$ cat config.mk
export PLATFORM = sky130hd
export DESIGN_NAME = serial_exe_unit_flat
export DESIGN_NICKNAME = d
export VERILOG_FILES = /design/src/rtl/serial_exe_unit_pkg.sv /design/src/rtl/serial_exe_unit_if.sv /design/src/rtl/serial_exe_unit_alu16_slice.sv /design/src/rtl/serial_exe_unit.sv /design/src/flat_wrapper.sv
export SDC_FILE = /design/constraint.sdc
export NUM_CORES = 1
export LEC_CHECK = 0
export ABC_CLOCK_PERIOD_IN_PS = 4440
export CORE_ASPECT_RATIO = 1.1
export CORE_MARGIN = 3
export CORE_UTILIZATION = 54
export DETAILED_ROUTE_END_ITERATION = 7
export GPL_TIMING_DRIVEN = 0
export PLACE_DENSITY_LB_ADDON = 0.1
export SLEW_MARGIN = 20
export SYNTH_ARGS = -nofsm -noshare
export SYNTH_HDL_FRONTEND = slang
export SYNTH_HIERARCHICAL = 1
export SYNTH_SLANG_ARGS = --single-unit
$ cat constraint.sdc
create_clock -name clk -period 4.44 [get_ports clk]
set_input_delay 0.444 -clock clk [delete_from_list [all_inputs] [get_ports clk]]
set_output_delay 0.444 -clock clk [all_outputs]
set_load 0.01 [all_outputs]
$ cat src/rtl/serial_exe_unit_pkg.sv
// rtl/serial_exe_unit_pkg.sv - shared typedefs for serial_exe_unit (ALU op codes, FSM states)
package serial_exe_unit_pkg;

  typedef enum logic [2:0] {
    OP_ADD  = 3'd0,
    OP_SUB  = 3'd1,
    OP_AND  = 3'd2,
    OP_OR   = 3'd3,
    OP_XOR  = 3'd4,
    OP_SLT  = 3'd5,
    OP_SLTU = 3'd6,
    OP_PASS = 3'd7
  } exe_alu_op_e;

  typedef enum logic [1:0] {
    ST_LO = 2'd0,
    ST_HI = 2'd1,
    ST_WB = 2'd2
  } exe_state_e;

  // Ops that run the adder as a subtract and therefore inject cin=1 on the low beat.
  function automatic logic is_sub_op(input exe_alu_op_e op);
    return (op == OP_SUB) || (op == OP_SLT) || (op == OP_SLTU);
  endfunction

endpackage

$ cat src/rtl/serial_exe_unit_if.sv
// rtl/serial_exe_unit_if.sv - decode beat stream, register-file write port and hazard report bundle
interface serial_exe_unit_if;

  logic        valid_i;
  logic        ready_o;
  logic        flush_i;
  logic [2:0]  op_i;
  logic [15:0] a_half_i;
  logic [15:0] b_half_i;
  logic [4:0]  rd_i;
  logic        rf_write_i;
  logic        rf_we_o;
  logic [4:0]  rf_waddr_o;
  logic [31:0] rf_wdata_o;
  logic        busy_o;
  logic [4:0]  busy_rd_o;

  modport master (
    output valid_i, flush_i, op_i, a_half_i, b_half_i, rd_i, rf_write_i,
    input  ready_o, rf_we_o, rf_waddr_o, rf_wdata_o, busy_o, busy_rd_o
  );

  modport slave (
    input  valid_i, flush_i, op_i, a_half_i, b_half_i, rd_i, rf_write_i,
    output ready_o, rf_we_o, rf_waddr_o, rf_wdata_o, busy_o, busy_rd_o
  );

endinterface

$ cat src/rtl/serial_exe_unit_alu16_slice.sv
// rtl/serial_exe_unit_alu16_slice.sv - combinational 16-bit ALU slice with carry chain
// N/V flags exist only when SERIAL_EXE_SLT_EN is defined.
module alu16_slice
  import serial_exe_unit_pkg::*;
(
  input  logic [15:0] a,
  input  logic [15:0] b,
  input  exe_alu_op_e op,
  input  logic        cin,
  output logic [15:0] y,
  output logic        cout,
  output logic        n,
  output logic        v
);

  logic [15:0] b_eff;
  logic [16:0] sum;

  always_comb begin
    b_eff = is_sub_op(op) ? ~b : b;
    sum   = {1'b0, a} + {1'b0, b_eff} + {16'b0, cin};
    cout  = sum[16];
    case (op)
      OP_AND:  y = a & b;
      OP_OR:   y = a | b;
      OP_XOR:  y = a ^ b;
      OP_PASS: y = a;
      default: y = sum[15:0];
    endcase
`ifdef SERIAL_EXE_SLT_EN
    n = sum[15];
    v = (a[15] == b_eff[15]) && (sum[15] != a[15]);
`else
    n = 1'b0;
    v = 1'b0;
`endif
  end

endmodule

$ cat src/rtl/serial_exe_unit.sv
// rtl/serial_exe_unit.sv - two-beat serial execute stage feeding the register-file write port
// Define SERIAL_EXE_SLT_EN to enable SLT/SLTU compare results; otherwise they write zero.
module serial_exe_unit
  import serial_exe_unit_pkg::*;
(
  input  logic         clk,
  input  logic         rst,
  serial_exe_unit_if.slave bus
);

  localparam logic [1:0] S_LO = ST_LO;
  localparam logic [1:0] S_HI = ST_HI;
  localparam logic [1:0] S_WB = ST_WB;

  logic [1:0]  state_q, state_d;
  logic        carry_q, carry_d;
  logic [2:0]  op_q, op_d;
  logic [4:0]  rd_q, rd_d;
  logic        wr_q, wr_d;
  logic [15:0] lo_q, lo_d;
  logic [4:0]  waddr_q, waddr_d;
  logic [31:0] wdata_q, wdata_d;

  logic        ready, accept;
  exe_alu_op_e alu_op;
  logic        alu_cin;
  logic [15:0] alu_y;
  logic        alu_cout, alu_n, alu_v;
  logic [31:0] hi_result;

  alu16_slice u_slice (
    .a    (bus.a_half_i),
    .b    (bus.b_half_i),
    .op   (alu_op),
    .cin  (alu_cin),
    .y    (alu_y),
    .cout (alu_cout),
    .n    (alu_n),
    .v    (alu_v)
  );

`ifndef SERIAL_EXE_SLT_EN
  logic unused_flags;
  assign unused_flags = alu_n ^ alu_v;
`endif

  always_comb begin
    ready   = (state_q != S_WB) && !rst;
    accept  = bus.valid_i && ready;
    // The single slice is shared: low beat sees the incoming op, high beat the latched one.
    alu_op  = (state_q == S_LO) ? exe_alu_op_e'(bus.op_i) : exe_alu_op_e'(op_q);
    alu_cin = (state_q == S_LO) ? is_sub_op(exe_alu_op_e'(bus.op_i)) : carry_q;
    case (exe_alu_op_e'(op_q))
`ifdef SERIAL_EXE_SLT_EN
      OP_SLT:  hi_result = {31'b0, alu_n ^ alu_v};
      OP_SLTU: hi_result = {31'b0, !alu_cout};
`else
      OP_SLT, OP_SLTU: hi_result = 32'h0;
`endif
      default: hi_result = {alu_y, lo_q};
    endcase
  end

  always_comb begin
    state_d = state_q;
    carry_d = carry_q;
    op_d    = op_q;
    rd_d    = rd_q;
    wr_d    = wr_q;
    lo_d    = lo_q;
    waddr_d = waddr_q;
    wdata_d = wdata_q;
    if (bus.flush_i) begin
      state_d = S_LO;
    end else begin
      case (state_q)
        S_LO: if (accept) begin
          state_d = S_HI;
          op_d    = bus.op_i;
          rd_d    = bus.rd_i;
          wr_d    = bus.rf_write_i;
          lo_d    = alu_y;
          carry_d = alu_cout;
        end
        S_HI: if (accept) begin
          state_d = S_WB;
          carry_d = alu_cout;
          waddr_d = rd_q;
          wdata_d = hi_result;
        end
        default: state_d = S_LO;
      endcase
    end
  end

  always_ff @(posedge clk) begin
    if (rst) begin
      state_q <= S_LO;
      carry_q <= 1'b0;
      op_q    <= 3'd0;
      rd_q    <= 5'd0;
      wr_q    <= 1'b0;
      lo_q    <= 16'd0;
      waddr_q <= 5'd0;
      wdata_q <= 32'd0;
    end else begin
      state_q <= state_d;
      carry_q <= carry_d;
      op_q    <= op_d;
      rd_q    <= rd_d;
      wr_q    <= wr_d;
      lo_q    <= lo_d;
      waddr_q <= waddr_d;
      wdata_q <= wdata_d;
    end
  end

  // A flush coincident with WB kills the strobe in the same cycle.
  assign bus.ready_o    = ready;
  assign bus.rf_we_o    = (state_q == S_WB) && wr_q && !bus.flush_i && !rst;
  assign bus.rf_waddr_o = waddr_q;
  assign bus.rf_wdata_o = wdata_q;
  assign bus.busy_o     = (state_q != S_LO);
  assign bus.busy_rd_o  = (state_q != S_LO) ? rd_q : 5'd0;

endmodule

$ cat src/flat_wrapper.sv
// flat-port wrapper written by rule: the top's interface ports become plain ports
module serial_exe_unit_flat import serial_exe_unit_pkg::*;
  (clk, rst, bus_valid_i, bus_flush_i, bus_op_i, bus_a_half_i, bus_b_half_i, bus_rd_i, bus_rf_write_i, bus_ready_o, bus_rf_we_o, bus_rf_waddr_o, bus_rf_wdata_o, bus_busy_o, bus_busy_rd_o);
  serial_exe_unit_if bus_i ();
  input  logic clk;
  input  logic rst;
  input wire logic [$bits(bus_i.valid_i)-1:0] bus_valid_i;
  input wire logic [$bits(bus_i.flush_i)-1:0] bus_flush_i;
  input wire logic [$bits(bus_i.op_i)-1:0] bus_op_i;
  input wire logic [$bits(bus_i.a_half_i)-1:0] bus_a_half_i;
  input wire logic [$bits(bus_i.b_half_i)-1:0] bus_b_half_i;
  input wire logic [$bits(bus_i.rd_i)-1:0] bus_rd_i;
  input wire logic [$bits(bus_i.rf_write_i)-1:0] bus_rf_write_i;
  output wire logic [$bits(bus_i.ready_o)-1:0] bus_ready_o;
  output wire logic [$bits(bus_i.rf_we_o)-1:0] bus_rf_we_o;
  output wire logic [$bits(bus_i.rf_waddr_o)-1:0] bus_rf_waddr_o;
  output wire logic [$bits(bus_i.rf_wdata_o)-1:0] bus_rf_wdata_o;
  output wire logic [$bits(bus_i.busy_o)-1:0] bus_busy_o;
  output wire logic [$bits(bus_i.busy_rd_o)-1:0] bus_busy_rd_o;
  assign bus_i.valid_i = bus_valid_i;
  assign bus_i.flush_i = bus_flush_i;
  assign bus_i.op_i = bus_op_i;
  assign bus_i.a_half_i = bus_a_half_i;
  assign bus_i.b_half_i = bus_b_half_i;
  assign bus_i.rd_i = bus_rd_i;
  assign bus_i.rf_write_i = bus_rf_write_i;
  assign bus_ready_o = bus_i.ready_o;
  assign bus_rf_we_o = bus_i.rf_we_o;
  assign bus_rf_waddr_o = bus_i.rf_waddr_o;
  assign bus_rf_wdata_o = bus_i.rf_wdata_o;
  assign bus_busy_o = bus_i.busy_o;
  assign bus_busy_rd_o = bus_i.busy_rd_o;
  serial_exe_unit u_core (.clk(clk), .rst(rst), .bus(bus_i));
endmodule
# Word-level counts from Yosys, hierarchy flattened
# Index checks and enable logic that the tools add are counted.
[totals]
ff_bits = 65
input_bits = 45
out_inout_bits = 45
[op_classes]
n_addsub = 2
eq_ne = 17
n_mux = 9
bitwise_logic = 5
n_reduce_logical = 20
[op_table]
columns = ["operator", "n"]
rows = [
  ["16-bit one-hot mux with 4 select lines", 1],
  ["32-bit two-way mux", 1],
  ["3-bit equality test, second input constant", 8],
  ["16-bit by 16-bit adder with 17-bit output", 1],
  ["17-bit by 1-bit adder with 17-bit output", 1],
  ["16-bit bitwise AND", 1],
  ["16-bit two-way mux", 1],
  ["16-bit NOT", 1],
  ["16-bit OR", 1],
  ["16-bit bitwise XOR", 1],
  ["3-bit AND reduction", 3],
  ["3-bit by 1-bit equality test with 1-bit output, second input constant", 2],
  ["3-bit by 2-bit equality test with 1-bit output, second input constant", 2],
  ["2-bit OR reduction", 3],
  ["1-bit logical AND", 5],
  ["5-bit two-way mux", 1],
  ["1-bit logical OR", 4],
  ["2-bit two-way mux", 2],
  ["2-bit by 1-bit != test with 1-bit output, second input constant", 2],
  ["2-bit one-hot mux with 2 select lines", 1],
  ["3-bit two-way mux", 1],
  ["2-bit by 1-bit equality test with 1-bit output, second input constant", 1],
  ["2-bit equality test, second input constant", 1],
  ["1-bit zero test", 2],
  ["other kinds (6)", 6],
]

# Depth between registers and ports, before layout
[depth]
word_depth = 10
ltp_mapped = 20
mapped_depth_nobuf = 17

# Cells and area by module
# The synthesis kept the hierarchy.
[modules_own_cells]
columns = ["module", "instances", "cells_per_inst", "area_per_inst_um2", "seq_area_each_um2"]
rows = [
  ["serial_exe_unit", 1, 319, 2762.6, 1301.2],
  ["alu16_slice", 1, 317, 2215.9, 0.0],
]

# Worst setup path after synthesis
# OpenSTA, ideal clock, no wires.
[synth_path]
kind = "flip-flop to flip-flop"
startpoint = "reg u_core.state_q[1]"
endpoint = "reg u_core.lo_q[12]"
t_arrival_ns = 3.878
required_time_ns = 4.370
setup_slack_ns = 0.492
path_stages_with_launch = 20
path_buffers = 3
period_less_slack_ns = 3.948
path_cell_list = "dfxtp_1 -> nor2_1 -> buf_2 -> buf_1 -> nand2_1 -> nand2_1 -> buf_2 -> nand2_1 -> mux2i_4 -> xnor2_1 -> fa_1 -> fa_1 -> nand2b_1 -> a21oi_2 -> o31a_1 -> o22ai_1 -> xor2_1 -> a221oi_1 -> nand3_1 -> a21oi_1"
[synth_via]
elab_chain_cells = 9
word_cells_on_any_way = 20
classes_between = "2 x add/sub; 8 x eq/ne; 4 x mux; 6 x reduce/logical"
[synth_rtl]
columns = ["element", "line_no", "source"]
rows = [
  ["from (decl)", "serial_exe_unit.sv:15", "logic [1:0] state_q, state_d;"],
  ["from (signal assigned)", "serial_exe_unit.sv:107", "state_q <= state_d;"],
  ["2-bit zero test *", "serial_exe_unit.sv:51", "alu_op = (state_q == S_LO) ? exe_alu_op_e'(bus.op_i) : exe_alu_op_e'(op_q);"],
  ["3-bit two-way mux *", "serial_exe_unit.sv:51", ""],
  ["via u_core.alu_op[1]", "serial_exe_unit.sv:25", "exe_alu_op_e alu_op;"],
  ["3-bit by 1-bit equality test with 1-bit output / 3-bit equality test (equally long branches)", "serial_exe_unit_pkg.sv:23", "return (op == OP_SUB) || (op == OP_SLT) || (op == OP_SLTU);"],
  ["1-bit logical OR (2 in a row)", "serial_exe_unit_pkg.sv:23", ""],
  ["16-bit two-way mux", "serial_exe_unit_alu16_slice.sv:20", "b_eff = is_sub_op(op) ? ~b : b;"],
  ["16-bit by 16-bit adder with 17-bit output", "serial_exe_unit_alu16_slice.sv:21", "sum = {1'b0, a} + {1'b0, b_eff} + {16'b0, cin};"],
  ["17-bit by 1-bit adder with 17-bit output", "serial_exe_unit_alu16_slice.sv:21", ""],
  ["16-bit one-hot mux with 4 select lines *", "serial_exe_unit_alu16_slice.sv:23", "case (op)"],
  ["via u_core.alu_y[12]", "serial_exe_unit.sv:27", "logic [15:0] alu_y;"],
  ["to (signal assigned)", "serial_exe_unit.sv:112", "lo_q <= lo_d;"],
  ["to (decl)", "serial_exe_unit.sv:20", "logic [15:0] lo_q, lo_d;"],
]
# Mark *: on every way through the listed nets, which the timed path passes. The rest lies on a longest branch.
# A chain may end at the register's enable or synchronous reset.

# Worst setup path in the final report
# Ends and elaborated chain as after synthesis.

==> metrics <==
router iterations before antenna repair 5; TritonCTS clock tree yes; CP Capture Type flip-flop; I/O pin cnt 90; worst-path cell chain nor2_2 > buf_4 > clkbuf_4 > nand2_1 > nand2_1 > clkbuf_4 > nand2_1 > mux2i_4 > xnor2_1 > fa_2 > fa_1 > nand2b_1 > a21oi_4 > o31a_1 > o22ai_2 > xor2_1 > a221oi_2 > nand3_1 > a21oi_1; GRT overflow 0; fin crit share 94.53%; Final Setup Violations 0; yosys warns 6; Worst Max-Slew Pin Slew 0.7174 ns; count of final hold-check violations 0; initial core utilization 55.61%; Die Area 10370 sq um; layout net count 829; worst ir drop on vdd between 0.0001 and 0.00015 V; status complete, no violations; CP arrival 4.45 ns; vias in the first global route 4831; final setup TNS 0 ns; total global-route track usage between 20% and 30%; drt drc 0; Max-slew headroom 52.17%; Min-Delay Path Class flip-flop to flip-flop; drt wl/cell ~18 microns; HPWL after DPL 11530 microns; Slew Limit Fails 0; PortBufs 89; Crit path max-delay family compound AO/OA/AOI/OAI gates; Avg Inst Size Synth 7.835 sq um; Overall Power ~1800 uW; worst-path maximum fanout 10; Worst Hold Depth 1; final worst path period need ~4.2 ns; die width 97.38 microns; clock-pin slew of the registers on the worst-case setup and hold paths roughly 0.070 ns; Worst path most repeated cell nand2_1; fmax 238.2 MHz; initial antenna violation count 0; critical path class flip-flop to flip-flop; syn_nets 727; H-tree levels 3; Cell Pwr Density between 200 and 300 nW/um^2; clk root buf clkbuf_8; Max Clock Skew about 0.0078 ns; Crit path depth 19; Syn Inst Count around 630; Syn-to-layout area delta 26.24%; Die Y ~110 microns; vias per cell 5.959; Antenna diodes 0; final WL 15060 microns; Mapped Area 4960 sq um; CP Data Required Time about 4.7 ns; max_cap viols 0; largest net degree at the start of global routing 19; fraction of layout cells with a size suffix above 1 between 10% and 20%; # rows 36; CP startpoint kind flip-flop; remaining antenna violation count 0; CORE AREA approximately 8900 sq um; GPL Wtd Cong about 0.97; global-route wire length before repair 23630 microns; Hold Buf Count CTS 0; Crit-path slowest cell fa_1; worst reg2reg path depth 19; Initial DRC Count 334; cts bufs inserted 9; Pleak 0.002550 uW; RSZ-0062 raised after global routing no; critical path's largest stage delay 0.41 ns; WP buf/inv 3; clock sink count 65; clock buffer depth 2; Via Count slightly above 5000; Clk Latency, worst-skew pair 0.33 ns
layout by cell type (no fill, tap or decap), types with 6 or more instances in the layout:
cell type	count
a21oi_1	84
a31o_1	27
and2_1	6
buf_2	19
clkbuf_1	19
clkbuf_8	11
clkdlybuf4s50_1	89
dfxtp_1	65
ha_1	47
inv_1	39
mux2i_1	7
nand2_1	34
nand2b_1	39
nand3_1	35
nor2_1	23
o21ai_0	48
o22ai_1	12
xnor2_1	23
xor2_1	6
worst register-to-register path, delay by kind of cell (launching register included):
| family | cells | cell delay (ns) |
|---|---|---|
| AO/OA/AOI/OAI | 5 | 1.03 |
| XOR/XNOR | 2 | 0.28 |
| adder cells (fa/ha/maj) | 2 | 0.80 |
| buffers and inverters | 3 | 0.63 |
| flip-flops | 1 | 0.36 |
| multiplexers | 1 | 0.20 |
| AND/OR/NAND/NOR | 6 | 0.82 |
per-stage QoR:
stage	worst slack [ns]	utilization (%)	cell area, sq um	instances	hold WS (ns)
after global routing	0.01917	70.20	6261	853	0.4788
after CTS	0.0002260	69.53	6201	852	0.4735
final	0.2427	70.20	6261	853	0.4726
after floorplan	0.4921	-	4960	633	0.4423
after detailed placement	-0.4231	67.20	5993	836	0.4587
after global placement	-0.4004	67.20	5993	836	0.4486
layer usage:
layer,vias up,track usage (%),wire length (microns)
li1,2449,-,-
met1,2353,32.59,5907
met2,242,51.37,7446
met3,39,2.822,1067
met4,0,13.16,642
met5,-,0,0
report_power, final:
group          total, uW  switching [uW]  internal [uW]
Clock                496             211            285
Sequential           611            11.6            600
Combinational        691             407            284
worst paths after layout:
| path | from | to | slack, ns |
|---|---|---|---|
| worst max register to register | u_core/state_q[1]$_SDFFE_PP0P_ | u_core/lo_q[12]$_SDFFE_PP0P_ | 0.24 |
| worst min-delay path | u_core/lo_q[10]$_SDFFE_PP0P_ | u_core/bus.rf_wdata_o[10]$_SDFFE_PP0P_ | 0.47 |
| worst max-delay path | u_core/state_q[1]$_SDFFE_PP0P_ | u_core/lo_q[12]$_SDFFE_PP0P_ | 0.24 |
| worst min register to register | u_core/lo_q[10]$_SDFFE_PP0P_ | u_core/bus.rf_wdata_o[10]$_SDFFE_PP0P_ | 0.47 |
state kept, by name (all words and copies together) (netlist names):
signal / flops
u_core/state_q: 2
u_core/carry_q: 1
u_core/bus.rf_waddr_o: 5
u_core/wr_q: 1
u_core/lo_q: 16
u_core/op_q: 3
u_core/bus.rf_wdata_o: 32
u_core/rd_q: 5
final cells by class:
type / count / area [sq um]
multi-input cells: 479 / 3311
fillers: 738 / 2658
flip-flops and latches: 65 / 1301
repair buffers: 92 / 913.4
plain buffers: 47 / 244.0
clock buffers: 12 / 155.1
inverters: 41 / 153.9
well taps: 114 / 142.6
clock inverters: 3 / 40.04
what timing repair did:
action,in CTS,in global routing
resized for setup,1,16
endpoints found under the setup margin,22,21
buffers inserted,2,1
pin swaps,0,3
No activity file was read; power rests on OpenSTA's default activity.
